File: src/rtl/pox_pkg.sv
// Shared definitions for the pulse-oximeter acquisition scheduler.
//  - One-hot state encoding for the 7-state phase sequencer.
//  - AFE setting widths (DC compensation, PGA gain) and ADC sample width.
//  - load_val(): converts a phase duration in cycles into the 8-bit
//    down-counter reload value. The counter expires at 0, so the reload is
//    the duration minus one.
package pox_pkg;

    localparam int DC_W    = 7;
    localparam int PGA_W   = 4;
    localparam int ADC_W   = 8;
    localparam int STATE_W = 7;

    typedef enum logic [STATE_W-1:0] {
        ST_IDLE       = 7'b000_0001,
        ST_RED_SETTLE = 7'b000_0010,
        ST_RED_ACQ    = 7'b000_0100,
        ST_GAP1       = 7'b000_1000,
        ST_IR_SETTLE  = 7'b001_0000,
        ST_IR_ACQ     = 7'b010_0000,
        ST_GAP2       = 7'b100_0000
    } state_e;

    function automatic logic [7:0] load_val(input int cycles);
        return 8'(cycles - 1);
    endfunction

endpackage

File: src/rtl/pox_phase_avg.sv
// N-sample accumulator shared by the RED and IR acquisition phases.
// Ports:
//  clk, rst_n  clock, asynchronous active-low reset
//  clr         synchronous clear of accumulator and sample count
//  add         accumulate 'sample' on this edge
//  sample      ADC sample
//  avg         truncated mean including the sample presented this cycle
//  done        high in the cycle whose sample is the N-th one; the
//              accumulator clears itself on that same edge
module pox_phase_avg
    import pox_pkg::*;
#(
    parameter int AVG_LOG2 = 2
) (
    input  logic             clk,
    input  logic             rst_n,
    input  logic             clr,
    input  logic             add,
    input  logic [ADC_W-1:0] sample,
    output logic [ADC_W-1:0] avg,
    output logic             done
);

    localparam int ACC_W = ADC_W + AVG_LOG2;
    localparam int CNT_W = AVG_LOG2 + 1;
    localparam int N     = 1 << AVG_LOG2;

    logic [ACC_W-1:0] acc_q, acc_d;
    logic [CNT_W-1:0] cnt_q, cnt_d;
    logic [ACC_W-1:0] sum_full;

    // The mean is taken from the running sum plus the current sample so the
    // result is ready on the very edge that consumes the last sample.
    assign sum_full = acc_q + ACC_W'(sample);
    assign avg      = sum_full[ACC_W-1:AVG_LOG2];
    assign done     = add && (cnt_q == CNT_W'(N - 1));

    always_comb begin
        acc_d = acc_q;
        cnt_d = cnt_q;
        if (clr) begin
            acc_d = '0;
            cnt_d = '0;
        end else if (add) begin
            if (done) begin
                acc_d = '0;
                cnt_d = '0;
            end else begin
                acc_d = sum_full;
                cnt_d = cnt_q + CNT_W'(1);
            end
        end
    end

    always_ff @(posedge clk or negedge rst_n) begin
        if (!rst_n) begin
            acc_q <= '0;
            cnt_q <= '0;
        end else begin
            acc_q <= acc_d;
            cnt_q <= cnt_d;
        end
    end

endmodule

File: src/rtl/pox_acq_scheduler.sv
// Time-multiplexed RED/IR acquisition sequencer for the pulse-oximeter AFE.
// Each frame: RED settle -> RED average -> dark gap -> IR settle ->
// IR average -> dark gap, repeated while EN is high. Frames always complete.
// Ports:
//  CLK, rst_n                 clock, asynchronous active-low reset
//  EN                         level-sensitive run request
//  RED_/IR_ DC_Set, PGA_Set   calibrated per-channel AFE settings
//  ADC                        AFE sample, valid every cycle
//  LED_RED, LED_IR            LED enables (never both high)
//  DC_Comp, PGA_Gain          settings driven to the AFE for the active LED
//  RED_/IR_ ADC_Value, _Valid averaged results and one-cycle update strobes
//  Busy                       high whenever the sequencer is not idle
//  Frame_Cnt                  completed frame count, wraps at 255
module pox_acq_scheduler
    import pox_pkg::*;
#(
    parameter int SETTLE_CYC = 4,
    parameter int AVG_LOG2   = 2,
    parameter int DARK_CYC   = 2
) (
    input  logic             CLK,
    input  logic             rst_n,
    input  logic             EN,
    input  logic [DC_W-1:0]  RED_DC_Set,
    input  logic [PGA_W-1:0] RED_PGA_Set,
    input  logic [DC_W-1:0]  IR_DC_Set,
    input  logic [PGA_W-1:0] IR_PGA_Set,
    input  logic [ADC_W-1:0] ADC,
    output logic             LED_RED,
    output logic             LED_IR,
    output logic [DC_W-1:0]  DC_Comp,
    output logic [PGA_W-1:0] PGA_Gain,
    output logic [ADC_W-1:0] RED_ADC_Value,
    output logic [ADC_W-1:0] IR_ADC_Value,
    output logic             RED_Valid,
    output logic             IR_Valid,
    output logic             Busy,
    output logic [7:0]       Frame_Cnt
);

    localparam logic [7:0] SETTLE_LEN = load_val(SETTLE_CYC);
    localparam logic [7:0] ACQ_LEN    = load_val(1 << AVG_LOG2);
    localparam logic [7:0] DARK_LEN   = load_val(DARK_CYC);

    state_e state_q, state_d;
    logic [7:0] cnt_q, cnt_d;

    logic [DC_W-1:0]  red_dc_q, red_dc_d, ir_dc_q, ir_dc_d;
    logic [PGA_W-1:0] red_pga_q, red_pga_d, ir_pga_q, ir_pga_d;

    logic             led_red_q, led_red_d, led_ir_q, led_ir_d;
    logic [DC_W-1:0]  dc_comp_q, dc_comp_d;
    logic [PGA_W-1:0] pga_gain_q, pga_gain_d;
    logic [ADC_W-1:0] red_val_q, red_val_d, ir_val_q, ir_val_d;
    logic             red_valid_q, red_valid_d, ir_valid_q, ir_valid_d;
    logic             busy_q, busy_d;
    logic [7:0]       frame_cnt_q, frame_cnt_d;

    logic             in_acq, avg_done;
    logic [ADC_W-1:0] avg_val;
    logic             enter_red, red_sel, ir_sel, red_done, ir_done, gap2_exit;

    assign in_acq = (state_q == ST_RED_ACQ) || (state_q == ST_IR_ACQ);

    pox_phase_avg #(
        .AVG_LOG2 (AVG_LOG2)
    ) u_avg (
        .clk    (CLK),
        .rst_n  (rst_n),
        .clr    (!in_acq),
        .add    (in_acq),
        .sample (ADC),
        .avg    (avg_val),
        .done   (avg_done)
    );

    assign gap2_exit = (state_q == ST_GAP2) && (cnt_q == 8'd0);
    assign red_done  = (state_q == ST_RED_ACQ) && avg_done;
    assign ir_done   = (state_q == ST_IR_ACQ) && avg_done;

    // Next-state logic
    always_comb begin
        state_d = state_q;
        case (state_q)
            ST_IDLE:       if (EN)            state_d = ST_RED_SETTLE;
            ST_RED_SETTLE: if (cnt_q == 8'd0) state_d = ST_RED_ACQ;
            ST_RED_ACQ:    if (avg_done)      state_d = ST_GAP1;
            ST_GAP1:       if (cnt_q == 8'd0) state_d = ST_IR_SETTLE;
            ST_IR_SETTLE:  if (cnt_q == 8'd0) state_d = ST_IR_ACQ;
            ST_IR_ACQ:     if (avg_done)      state_d = ST_GAP2;
            ST_GAP2:       if (cnt_q == 8'd0) state_d = EN ? ST_RED_SETTLE : ST_IDLE;
            default:                          state_d = ST_IDLE;
        endcase
    end

    // Phase-length down-counter: reloaded whenever the state changes
    // (including GAP2 -> RED_SETTLE back-to-back frames).
    always_comb begin
        cnt_d = cnt_q;
        if (state_d != state_q) begin
            case (state_d)
                ST_RED_SETTLE, ST_IR_SETTLE: cnt_d = SETTLE_LEN;
                ST_RED_ACQ, ST_IR_ACQ:       cnt_d = ACQ_LEN;
                ST_GAP1, ST_GAP2:            cnt_d = DARK_LEN;
                default:                     cnt_d = 8'd0;
            endcase
        end else if (cnt_q != 8'd0) begin
            cnt_d = cnt_q - 8'd1;
        end
    end

    // Settings are sampled once per frame so mid-frame changes cannot mix
    // calibrations within a RED/IR pair.
    assign enter_red = (state_d == ST_RED_SETTLE) && (state_q != ST_RED_SETTLE);

    always_comb begin
        red_dc_d  = red_dc_q;
        red_pga_d = red_pga_q;
        ir_dc_d   = ir_dc_q;
        ir_pga_d  = ir_pga_q;
        if (enter_red) begin
            red_dc_d  = RED_DC_Set;
            red_pga_d = RED_PGA_Set;
            ir_dc_d   = IR_DC_Set;
            ir_pga_d  = IR_PGA_Set;
        end
    end

    // Outputs are computed from the next state so the registered outputs
    // line up with the state they describe. Using the *_d settings lets the
    // RED entry cycle already drive the freshly captured values.
    assign red_sel = (state_d == ST_RED_SETTLE) || (state_d == ST_RED_ACQ);
    assign ir_sel  = (state_d == ST_IR_SETTLE)  || (state_d == ST_IR_ACQ);

    always_comb begin
        led_red_d   = red_sel;
        led_ir_d    = ir_sel;
        dc_comp_d   = '0;
        pga_gain_d  = '0;
        if (red_sel) begin
            dc_comp_d  = red_dc_d;
            pga_gain_d = red_pga_d;
        end else if (ir_sel) begin
            dc_comp_d  = ir_dc_d;
            pga_gain_d = ir_pga_d;
        end
        red_val_d   = red_done ? avg_val : red_val_q;
        ir_val_d    = ir_done  ? avg_val : ir_val_q;
        red_valid_d = red_done;
        ir_valid_d  = ir_done;
        busy_d      = (state_d != ST_IDLE);
        frame_cnt_d = frame_cnt_q + {7'd0, gap2_exit};
    end

    always_ff @(posedge CLK or negedge rst_n) begin
        if (!rst_n) begin
            state_q     <= ST_IDLE;
            cnt_q       <= 8'd0;
            red_dc_q    <= '0;
            red_pga_q   <= '0;
            ir_dc_q     <= '0;
            ir_pga_q    <= '0;
            led_red_q   <= 1'b0;
            led_ir_q    <= 1'b0;
            dc_comp_q   <= '0;
            pga_gain_q  <= '0;
            red_val_q   <= '0;
            ir_val_q    <= '0;
            red_valid_q <= 1'b0;
            ir_valid_q  <= 1'b0;
            busy_q      <= 1'b0;
            frame_cnt_q <= 8'd0;
        end else begin
            state_q     <= state_d;
            cnt_q       <= cnt_d;
            red_dc_q    <= red_dc_d;
            red_pga_q   <= red_pga_d;
            ir_dc_q     <= ir_dc_d;
            ir_pga_q    <= ir_pga_d;
            led_red_q   <= led_red_d;
            led_ir_q    <= led_ir_d;
            dc_comp_q   <= dc_comp_d;
            pga_gain_q  <= pga_gain_d;
            red_val_q   <= red_val_d;
            ir_val_q    <= ir_val_d;
            red_valid_q <= red_valid_d;
            ir_valid_q  <= ir_valid_d;
            busy_q      <= busy_d;
            frame_cnt_q <= frame_cnt_d;
        end
    end

    assign LED_RED       = led_red_q;
    assign LED_IR        = led_ir_q;
    assign DC_Comp       = dc_comp_q;
    assign PGA_Gain      = pga_gain_q;
    assign RED_ADC_Value = red_val_q;
    assign IR_ADC_Value  = ir_val_q;
    assign RED_Valid     = red_valid_q;
    assign IR_Valid      = ir_valid_q;
    assign Busy          = busy_q;
    assign Frame_Cnt     = frame_cnt_q;

endmodule

File: config.mk
export PLATFORM = sky130hd
export DESIGN_NAME = pox_acq_scheduler
export DESIGN_NICKNAME = d
export VERILOG_FILES = /design/src/rtl/pox_pkg.sv /design/src/rtl/pox_phase_avg.sv /design/src/rtl/pox_acq_scheduler.sv
export SDC_FILE = /design/constraint.sdc
export NUM_CORES = 1
export LEC_CHECK = 0
export ABC_AREA = 1
export BUFFER_PORTS_ARGS = -buffer_cell sky130_fd_sc_hd__buf_2
export CAP_MARGIN = 20
export CORE_MARGIN = 2
export CORE_UTILIZATION = 45
export CTS_CLUSTER_DIAMETER = 80
export DETAILED_ROUTE_END_ITERATION = 16
export PLACE_DENSITY = 0.67
export REMOVE_ABC_BUFFERS = 1
export SYNTH_ARGS = -nofsm -noshare
export SYNTH_HDL_FRONTEND = slang
export SYNTH_SLANG_ARGS = --single-unit
export TNS_END_PERCENT = 30
File: constraint.sdc
create_clock -name CLK -period 5.5 [get_ports CLK]
set_clock_uncertainty 0.15 [all_clocks]
set_input_delay 0.275 -clock CLK [delete_from_list [all_inputs] [get_ports CLK]]
set_output_delay 0.275 -clock CLK [all_outputs]
set_load 0.005 [all_outputs]
# Word level (Yosys, flattened, before mapping)
# Cells that the tools add are included.
# W data, S select, Z words.
[totals] out_inout_bits=40 ff_bits=90 word_cells=76 inputBits=33
[op_classes] mux=24 eq_ne=17 add_sub_neg=4 reduce_logical=13
[ops] op="$mux W7" n=11
[ops] op="$pmux W7 S7" n=1
[ops] op="$mux W10" n=2
[ops] op="$mux W4" n=4
[ops] op="$mux W8" n=2
[ops] op="$eq A7 B2 Y1 const B" n=2
[ops] op="$eq A7 B3 Y1 const B" n=2
[ops] op="$eq A7 B4 Y1 const B" n=2
[ops] op="$eq A7 B5 Y1 const B" n=2
[ops] op="$eq A7 B6 Y1 const B" n=2
[ops] op="$eq A7 B7 Y1 const B" n=2
[ops] op="$add A10 B8 Y10" n=1
[ops] op="$add A8 B1 Y8" n=1
[ops] op="$logic_not A8 Y1" n=1
[ops] op="$reduce_bool A8 Y1" n=1
[ops] op="$sub A8 B1 Y8 const B" n=1
[ops] op="$eq A7 B1 Y1 const B" n=1
[ops] op="$ne A7 B1 Y1 const B" n=1
[ops] op="$ne A7 B2 Y1 const B" n=1
[ops] op="$ne A7 B7 Y1" n=1
[ops] op="$mux W3" n=2
[ops] op="$logic_and A1 B1 Y1" n=5
[ops] op="$pmux W2 S2" n=1
[ops] op="$reduce_or A4 Y1" n=1
[ops] op="other kinds (6)" n=8

# Depth between registers and ports, before layout
[depth] ltp_word=10 ltp_mapped=17 depth_no_buf=17

# By module
# From an unflattened synthesis, not the netlist that was laid out.
[unflattened] cells_unflattened=456 hier_area_um2=4408.0
[modules_own_cells] mod="pox_acq_scheduler" n_inst=1 area_per_inst_um2=3438.3 cells_per_inst=324 seq_area_each_um2=1928.1
[modules_own_cells] mod="pox_phase_avg" n_inst=1 area_per_inst_um2=969.7 cells_per_inst=132 seq_area_each_um2=325.3

# Least setup slack after synthesis
# No wires, ideal clock.
[synth_timing] path_kind="register -> register" start="register cnt_q[0]" end="register cnt_q[1]" path_stages_with_launch=14 t_arrival_ps=1827 period_less_slack_ps=2097 setup_slack_ps=3403 cell_sequence="dfrtp_1 inv_1 ha_1 nand2_2 nor2_4 nand2_4 inv_2 buf_6 nor3_2 nor2_1 nand3_1 buf_4 o21ai_0 nand2_1"
[synth_between] elab_chain_cells=7 elab_cells_between_ends=21
[synth_rtl] item="from (decl)" line_no="pox_acq_scheduler.sv:46" source="logic [7:0] cnt_q, cnt_d;"
[synth_rtl] item="from (signal assigned)" line_no="pox_acq_scheduler.sv:175" source="cnt_q <= cnt_d;"
[synth_rtl] item="$logic_not A8 Y1"
[synth_rtl] item="$mux W7, on equally long branches"
[synth_rtl] item="$pmux W7 S7" line_no="pox_acq_scheduler.sv:84" source="case (state_q)"
[synth_rtl] item="$eq A7 B2 Y1 (tied with other cells)" line_no="pox_acq_scheduler.sv:101" source="case (state_d)"
[synth_rtl] item="$reduce_or A4 Y1 (no source line) / $reduce_or A2 Y1 (equally long branches)"
[synth_rtl] item="$pmux W2 S2" line_no="pox_acq_scheduler.sv:101"
[synth_rtl] item="$mux W8" line_no="pox_acq_scheduler.sv:100" source="if (state_d != state_q) begin"
# Several ways; a longest one is shown, not always the timed one. The select of a mux whose other input is x is not followed.
# A chain may end at the register's enable or synchronous reset.

# Worst setup path in the final report
# Ends and elaborated chain as after synthesis.

==> run_results.csv <==
group,metric,value,unit
synth,ys_seq_area_frac,0.553,
final_layout,stdcell_count,652,
cts,cts-root-buf,"clkbuf_8",
critical_path,startpoint_type,"flop",
synth,ys_async_sr_fraction,1.00,
timing,setup_tns,0,ns
floorplanning,die-area,0.00982,sq mm
detailed_routing,routed_wl,8450,um
critical_path,r2r_slack,2.67,ns
synth,synthCells,447,
final_layout,drive_gt1_frac,0.210,
detailed_routing,drc,0,
critical_path,required,5.58,ns
cts,cts.sinks,90,
synth,synth_top_cell_area_share,0.547,
power_and_ir_drop,power_switching,736,uW
global_route,grt_pass1_vias,3245,
synth,synthFlopType,"dfrtp_1",
placement,dp_cells,617,
timing,finalSetupViolCount,0,
cts,clk_latency,0.35,ns
floorplanning,die_y,99.1,um
final_layout,seq_area,0.00225,sq mm
timing,finalMaxSlewViolations,0,
detailed_routing,via_per_inst,4.98,
synth,syn-cell-area,0.00407,sq mm
critical_path,endpoint_kind,"flop",
cts,cts_resized,0,
placement,portBuffers,72,
synth,synth.most_common_cell,"nand2_1",
cts,cts_tree,"yes",
placement,dp_hpwl,5840,um
run_status,outcome,"finished, final reports clean",
timing,tightest_slew,0.800,ns
cts,cts.htree.levels,3,
power_and_ir_drop,combPwrFrac,0.334,
power_and_ir_drop,power.density,410,mW/mm^2
critical_path,critPathKind,"flop to flop",
synth,synth_area_leaders,"dfrtp_1, nand2_1, ha_1",
detailed_routing,avgRoutedWirePerCell,13.0,um
cts,clock_path_buffers,2,
job,maxCapViolations,0,
final_layout,nFillCells,800,
synth,yosys.cell_types.count,37,
global_route,grt_pass1_wl,14400,um
critical_path,rr_startpoint,"cnt_q[0]$_DFFE_PN0P_",
worst_hold_path,hold_path_class,"primary input to flop",
power_and_ir_drop,p_clk_frac,0.234,
timing,setup_slack,2.67,ns
power_and_ir_drop,irDropWorstVdd,0.213,mV
cts,cts_hold_buf,19,
floorplanning,initial_core_util,0.465,
final_layout,diodes,0,
detailed_routing,drt-initial-drc-count,137,
power_and_ir_drop,pwr-share-seq,0.432,
critical_path,cp.arrival,2.91,ns
timing,timing.fmax,354,MHz
final_layout,fin_nets,585,
global_route,grtUsageTotal,0.182,
synth,synth_edf_count,0,
global_route,grt_max_degree,66,
worst_hold_path,hold_start,"RED_DC_Set[6]",
worst_hold_path,whs_path_depth,3,
cts,post-cts-setup-buffers,0,
global_route,antenna_found_initial,0,
detailed_routing,vias,3247,
synth,syn_area_per_cell,9.11,sq um
cts,cts_buffers,9,
synth,synth_top_cell_by_area,"dfrtp_1",
floorplanning,die-width,99.1,um
worst_hold_path,hold_path_end,"red_dc_q[6]$_DFF_PN0_",
final_layout,multi_input_area,0.00159,sq mm
floorplanning,rows,34,
timing,rsz0062_at_grt,"false",
critical_path,worstRegToRegCells,12,
floorplanning,core_area,0.00876,sq mm
power_and_ir_drop,p_leak,2.66,nW
timing,slew_headroom,0.466,
power_and_ir_drop,switching_share,0.365,
critical_path,path_max_fanout,25,
timing,fin_crit_sh,0.514,
critical_path,r2r_end,"cnt_q[1]$_DFFE_PN0P_",
cts,cts.reportedPaths.clkPinSlew,0.10,ns
floorplanning,ios,73,
synth,synth_common_cells,"nand2_1, dfrtp_1, nor2_1",
timing,fin_crit,2.83,ns
placement,place_congestion,0.861,
final_layout,syn_to_final_growth,20.8,%
placement,dp_slack,2.68,ns
global_route,grt-ovfl-total,0,
power_and_ir_drop,p_int,1.28,mW
critical_path,crit_start,"cnt_q[0]$_DFFE_PN0P_",
synth,yosys_warnings,0,
synth,synth_seq_cells,90,
detailed_routing,antenna_left,0,
power_and_ir_drop,p_total,2.02,mW
detailed_routing,dr.pass1.iters,4,
timing,hold_viol_final,0,
-- power by group through the flow --
stage	sequential [mW]	clock, mW	combinational [mW]
floorplan	0.877	0	0.469
global placement	0.881	0	0.642
detailed placement	0.880	0	0.665
CTS	0.870	0.483	0.678
global route	0.886	0.510	0.771
finish	0.870	0.473	0.674
-- sequential cells by signal, indices dropped and copies added, names as in the netlist, 3 cells and up --
name           cells
DC_Comp            7
ir_dc_q            7
PGA_Gain           4
u_avg.acc_q       10
ir_pga_q           4
red_dc_q           7
red_pga_q          4
cnt_q              8
IR_ADC_Value       8
RED_ADC_Value      8
state_q            7
u_avg.cnt_q        3
Frame_Cnt          8
-- how the worst max path moves through the flow --
stage,slack (ns),end
after floorplan,3.20,DC_Comp[0]$_DFF_PN0_
after global placement,2.79,cnt_q[1]$_DFFE_PN0P_
after detailed placement,2.68,cnt_q[1]$_DFFE_PN0P_
after CTS,2.65,cnt_q[1]$_DFFE_PN0P_
after global routing,2.41,cnt_q[1]$_DFFE_PN0P_
final,2.67,cnt_q[1]$_DFFE_PN0P_
-- layout by cell type (no fill, tap or decap), types with 2 or more instances in the layout --
cell type	count
a21oi_1	14
nor2_1	37
inv_2	9
dfrtp_1	89
buf_4	2
o21ai_1	5
nand2_1	126
xor2_1	13
dlygate4sd3_1	19
o21ai_0	21
nor2_2	4
inv_6	2
o21bai_1	2
buf_2	71
xnor2_1	4
inv_1	35
o211ai_1	2
nand3_1	25
nand2_2	6
nor3_1	4
a22o_1	11
ha_1	12
nand4_1	2
nor4_1	2
nand2_4	2
clkbuf_8	10
-- metal layers --
metal,vias up,part of all wire,wire [um],global-route usage
met5,-,0,0,0
met4,0,0.023,198,0.0854
met3,18,0.049,415,0.0351
met2,101,0.47,3960,0.301
met1,1502,0.46,3870,0.231
li1,1626,-,-,-
-- critical path, cell delays in order, from the launching register on --
cell,delay (ns)
dfrtp_1,0.37
inv_1,0.07
ha_1,0.24
nand2_2,0.11
nor2_4,0.06
nand2_4,0.12
inv_2,0.12
nand3_1,0.10
nand2_2,0.28
nor2_1,0.23
nand3_1,0.46
o21ai_0,0.31
nand2_1,0.08
-- through the flow --
step	hold WS, ns	instance area (sq um)	utilization
2_1_floorplan	-0.171	4010	-
3_3_place_gp	0.0475	4520	0.515
3_5_place_dp	0.0522	4520	0.515
4_1_cts	0.00173	4920	0.561
5_1_grt	0.0119	4920	0.561
6_report	0.00772	4920	0.561
-- cells by family (layout without fill, tap and decap cells) --
family	count (synthesis)	count (layout)	share of synthesized area
fa+ha+maj	13	13	0.0418
compound gates	59	59	0.0882
buf+inv	56	153	0.0562
flops	90	90	0.553
xor+xnor	17	17	0.0366
simple gates	212	212	0.224
-- area by class of cell --
cell class	instances	share of cell area
clock buffer	10	0.0280
clock inverter	6	0.0148
timing repair buffer	92	0.114
tap	108	0.0275
multi-input combinational	301	0.323
inverter	45	0.0344
sequential	90	0.458
No activity file was read; power rests on OpenSTA's default activity.
